## config.mk

```make
export PLATFORM = sky130hd
export DESIGN_NAME = block_move_ctrl
export DESIGN_NICKNAME = d
export VERILOG_FILES = /design/src/rtl/block_move_ctrl.sv
export SDC_FILE = /design/constraint.sdc
export NUM_CORES = 1
export LEC_CHECK = 0
export ABC_CLOCK_PERIOD_IN_PS = 1700
export CORE_MARGIN = 2
export CORE_UTILIZATION = 37
export CTS_BUF_LIST = sky130_fd_sc_hd__clkbuf_2
export DETAILED_ROUTE_END_ITERATION = 10
export PLACE_DENSITY = 0.7
export SYNTH_ARGS = -nofsm -noshare
export SYNTH_HDL_FRONTEND = slang
export SYNTH_SLANG_ARGS = --single-unit
export TNS_END_PERCENT = 100
```

## constraint.sdc

```tcl
create_clock -name clk -period 1.7 [get_ports clk]
set_input_delay 0.255 -clock clk [delete_from_list [all_inputs] [get_ports clk]]
set_output_delay 0.255 -clock clk [all_outputs]
set_load 0.02 [all_outputs]
```

## src/rtl/block_move_ctrl.sv

```systemverilog
// -----------------------------------------------------------------------------
// block_move_ctrl
//
// Controls one sliding block. The block starts at column 0, is drawn through
// the plotter, and waits FRAMES_PER_STEP frame ticks. It is then erased, moved
// one column and redrawn. It bounces between 0 and X_MAX. A player drop
// freezes the block in place, with the block drawn (LOCKED).
//
// Ports
//   clk         single clock, all logic on posedge
//   reset       synchronous, active-high reset
//   start       level-sampled request to begin a new block (IDLE/LOCKED only)
//   drop        player request to stop the sliding block
//   frame_tick  one-cycle pulse from the frame delay counter
//   delay_en    enable for the frame delay counter (1 only while waiting)
//   plot_req    request to the plotter to draw/erase the block at block_x
//   plot_done   one-cycle completion pulse from the plotter
//   plot_erase  1 = background colour, 0 = block colour
//   block_x     current block column, always within 0..X_MAX
//   dir         0 = moving right, 1 = moving left
//   locked      the block has been dropped
// -----------------------------------------------------------------------------
module block_move_ctrl #(
    parameter int X_W             = 8,
    parameter int X_MAX           = 152,
    parameter int FRAMES_PER_STEP = 4
) (
    input  logic           clk,
    input  logic           reset,
    input  logic           start,
    input  logic           drop,
    input  logic           frame_tick,
    output logic           delay_en,
    output logic           plot_req,
    input  logic           plot_done,
    output logic           plot_erase,
    output logic [X_W-1:0] block_x,
    output logic           dir,
    output logic           locked
);

    typedef enum logic [2:0] {
        S_IDLE,
        S_DRAW,
        S_WAIT,
        S_ERASE,
        S_STEP,
        S_LOCKED
    } state_t;

    typedef struct packed {
        logic plot_req;
        logic plot_erase;
        logic delay_en;
        logic locked;
    } flags_t;

    localparam logic [X_W-1:0] X_LAST     = X_W'(X_MAX);
    // Columns the block lands on after bouncing off each wall. With a
    // single-column track the block just stays at 0.
    localparam logic [X_W-1:0] X_BOUNCE_R = (X_MAX == 0) ? '0 : X_W'(X_MAX - 1);
    localparam logic [X_W-1:0] X_BOUNCE_L = (X_MAX == 0) ? '0 : X_W'(1);
    localparam logic [7:0]     FRAME_LAST = 8'(FRAMES_PER_STEP - 1);

    state_t      state;
    flags_t      flags;
    logic [7:0]  frame_cnt;
    logic        drop_pending;

    // Output flags are a pure function of a state. They are loaded into flops
    // together with that state, so the outputs are glitch-free registers.
    function automatic flags_t decode(input state_t s);
        flags_t f;
        f = '0;
        case (s)
            S_DRAW:   f.plot_req = 1'b1;
            S_ERASE:  begin
                f.plot_req   = 1'b1;
                f.plot_erase = 1'b1;
            end
            S_WAIT:   f.delay_en = 1'b1;
            S_LOCKED: f.locked   = 1'b1;
            default:  f = '0;
        endcase
        return f;
    endfunction

    assign {plot_req, plot_erase, delay_en, locked} = flags;

    // NOTE: reset is tested inside the clocked block, so it acts only at an
    // edge. It overrides every other input in that cycle.
    always_ff @(posedge clk) begin
        if (reset) begin
            // NOTE: all state updates in this block use non-blocking (<=)
            // assignments, so every branch sees the pre-edge values.
            state        <= S_IDLE;
            flags        <= '0;
            block_x      <= '0;
            dir          <= 1'b0;
            frame_cnt    <= '0;
            drop_pending <= 1'b0;
        end else begin
            case (state)
                S_IDLE, S_LOCKED: begin
                    if (start) begin
                        block_x      <= '0;
                        dir          <= 1'b0;
                        frame_cnt    <= '0;
                        drop_pending <= 1'b0;
                        state        <= S_DRAW;
                        flags        <= decode(S_DRAW);
                    end
                end

                S_DRAW: begin
                    if (drop) drop_pending <= 1'b1;
                    if (plot_done) begin
                        state <= S_WAIT;
                        flags <= decode(S_WAIT);
                    end
                end

                S_WAIT: begin
                    // A drop (pending or live) beats a frame tick in the
                    // same cycle. The block is left drawn and never erased.
                    if (drop_pending || drop) begin
                        state <= S_LOCKED;
                        flags <= decode(S_LOCKED);
                    end else if (frame_tick) begin
                        if (frame_cnt == FRAME_LAST) begin
                            frame_cnt <= '0;
                            state     <= S_ERASE;
                            flags     <= decode(S_ERASE);
                        end else begin
                            frame_cnt <= frame_cnt + 8'd1;
                        end
                    end
                end

                S_ERASE: begin
                    if (drop) drop_pending <= 1'b1;
                    if (plot_done) begin
                        state <= S_STEP;
                        flags <= decode(S_STEP);
                    end
                end

                S_STEP: begin
                    // A drop seen here is honoured in the next WAIT, after
                    // the block has been redrawn at its new column.
                    if (drop) drop_pending <= 1'b1;
                    if (!dir) begin
                        if (block_x < X_LAST) begin
                            block_x <= block_x + X_W'(1);
                        end else begin
                            dir     <= 1'b1;
                            block_x <= X_BOUNCE_R;
                        end
                    end else begin
                        if (block_x != '0) begin
                            block_x <= block_x - X_W'(1);
                        end else begin
                            dir     <= 1'b0;
                            block_x <= X_BOUNCE_L;
                        end
                    end
                    state <= S_DRAW;
                    flags <= decode(S_DRAW);
                end

                default: begin
                    state <= S_IDLE;
                    flags <= decode(S_IDLE);
                end
            endcase
        end
    end

endmodule

```

==> flow_summary.toml <==
[cts]
cts-buffers-inserted = 3
ctsHoldBuffers = 0
htree_levels = 1
cts_tree = "done"
cts.sinks = 25
insertion_delay_ns = 0.38
clk_pin_slew_ns = 0.27
cts_root_buffer = "clkbuf_2"
clock_path_buffers = 2

[cells_and_area]
drive_gt1_share_pct = 31.62
fill_cells = 391
final_util_pct = 55.23
layout_common_cells = "buf_4, nand2_1, a21oi_1"
diodes = 0
area_growth_pct = 40.69
nets = 264
stdcell_count = 303
final_common_cell = "buf_4"

[critical_path]
arrival_ns = 2.00
cp-startpoint = "state[0]"
cp.required_ns = 2.02
cp-end-kind = "flip-flop"
cp-start-kind = "flip-flop"
path_cells = "buf_6, or4b_4, o32a_1, a31oi_1"
reg2reg_slack_ns = 0.02
critPathBufInv = 1
critPathTopFamily = "simple AND/OR/NAND/NOR gates"
r2r_end = "block_x[5]"
slowest_stage = "or4b_4"
r2r_cells = 4
criticalPathCategory = "flip-flop to flip-flop"
r2r-start = "state[0]"
critPathMaxFanout = 7
cpPeakStageDelay_ns = 0.56

[sta]
fin_skew_ns = 0.008317
setup_ws_ns = 0.02413
hold_viol = 0
slew_headroom_pct = 71.25
rsz0062_at_grt = "yes"
setup-tns-final_ns = 0
report.final.slew_viol_count = 0
min_period_ns = 1.676
tightest_slew_ns = 0.4204
max_freq_mhz = 596.7
setup_violations = 0
fin_crit_sh_pct = 98.58

[synth]
ys_seq_area_share_pct = 31.42
syn_avg_cell_area_um2 = 7.924
yosysUniqueCellTypes = 53
synthCells = 201
ys_warn_count = 0
synthFlopType = "dfxtp_1"
ys_ff_latch = 25
syn-num-nets = 211
synth_edf_count = 0
synthArstFlopShare_pct = 0
mappedNetlistArea_um2 = 1593

[route]
routed_wl_mm = 4.349
drc = 0
met3_length_um = 134
highest_layer = "met4"
first_iter_violations = 141
detail-route-antenna-nets = 0
wl_met1_mm = 2.100
wl_met2_mm = 2.045
dr.pass1.iters = 4
vias = 1718
avgRoutedWirePerCell_um = 14.35
viasPerCell = 5.670

[die]
fp.coreArea_um2 = 4058
row_count = 23
start_util_pct = 39.25
die_x_um = 69.61
io_pins = 19
die_h_um = 69.61
die-area_um2 = 4846

[grt]
grt_pass1_wl_mm = 7.300
grt_pass1_vias = 1592
grt_max_degree = 16
antenna_found_initial = 0
grtUsageTotal_pct = 18.05
overflow = 0

[placement]
gp_congestion = 0.9132
io_buffer_count = 18
hpwl_mm = 3.087
pre_cts_ws_ns = -0.2145
numPlacedInstances = 296

[hold_path]
min_from = "locked"
holdPathStages = 2
hold_end = "locked"
worstHoldPathType = "flip-flop to flip-flop"

[power]
power_density_nw_per_um2 = 576.6
totalPowerFinal_mw = 1.292
ir_drop_uv = 260.9
power.leakage_nw = 0.9186

[outcome]
status = "complete, no violations"

[job]
drv_cap = 0
-- kinds of logic (layout without fill, tap and decap cells) --
family                     Yosys count  count (layout)  synth area share (%)
adders and majority gates            4               4                 3.142
and+or+nand+nor                     75              75                 26.94
DFF                                 25              25                 31.42
xor gates and xnor gates             6               6                 3.300
AOI/OAI and AO/OA                   70              70                 29.38
buffers and inverters               21              73                 5.813
-- what timing repair did --
item / CTS / global route
endpoints found under the setup margin: 21 / 15
resized for setup: 36 / 12
setup buffers: 2 / 2
pin swaps: 5 / 3
cloned: 0 / 0
-- where the power goes --
part | internal, mW | switching (mW) | leakage [nW]
combinational | 0.204 | 0.191 | 0.695
clock | 0.0545 | 0.204 | 0.0126
sequential | 0.610 | 0.0288 | 0.211
-- sequential cells by signal (all words and copies together) (netlist names) --
register	count
drop_pending	1
dir	1
plot_req	1
block_x	8
plot_erase	1
state	3
locked	1
delay_en	1
frame_cnt	8
-- worst register-to-register path, cell delays in order, from the launching register on --
cell     delay [ns]
dfxtp_4        0.43
buf_6          0.12
or4b_4         0.56
o32a_1         0.36
a31oi_1        0.15
-- area by class of cell --
cell class,instances,area [µm²],share of cell area [%]
multi-input cells,155,1092,48.74
well taps,50,62.56,2.792
clock buffers,3,15.01,0.6700
flip-flops and latches,25,530.5,23.67
repair buffers,60,499.2,22.28
clock inverters,1,7.507,0.3350
inverters,9,33.78,1.508
-- metal layers --
metal / GRT usage [%] / up-vias
li1: - / 868
met1: 24.27 / 815
met2: 29.38 / 29
met3: 2.326 / 6
met4: 6.838 / 0
met5: 0 / -
-- Yosys cell counts (all sizes together) (2+ instances only) --
cell	count	area (µm²)
nand3	7	35.03
o31ai	3	22.52
nand2b	2	12.51
buf	4	28.78
or4	3	22.52
inv	9	33.78
or3	5	31.28
or2	2	12.51
a211oi	2	15.01
nor4b	3	32.53
a32oi	3	26.28
a21o	6	45.04
nor3b	4	35.03
nor3	2	10.01
dfxtp	25	500.5
nand4	4	25.02
nand2	18	67.56
xnor2	3	26.28
xor2	3	26.28
or3b	2	17.52
o22ai	3	18.77
o211ai	2	15.01
a21oi	18	90.09
nand4b	2	17.52
nor2b	2	12.51
a311oi	2	23.77
a211o	2	17.52
ha	4	50.05
nor4	3	18.77
clkbuf	8	30.03
nor2	11	41.29
a31oi	7	43.79
o21ai	12	60.05
a2111oi	2	17.52
-- how the worst max path moves through the flow --
stage | endpoint | slack [ns] | depth (start not counted)
6_report | block_x[5] | 0.02 | 4
5_1_grt | frame_cnt[7] | -0.04 | 5
4_1_cts | block_x[5] | -0.003 | 4
3_5_place_dp | block_x[5] | -0.21 | 5
3_3_place_gp | block_x[5] | -0.16 | 5
2_1_floorplan | block_x[5] | 0.02 | 5
-- stage by stage --
step	instance area, µm²	hold WS (ns)
final	2241	0.5045
after global routing	2241	0.5494
after CTS	2172	0.5032
after detailed placement	2069	0.4713
after global placement	2069	0.4597
after floorplan	1593	0.4573
(Power assumes the default switching activity.)
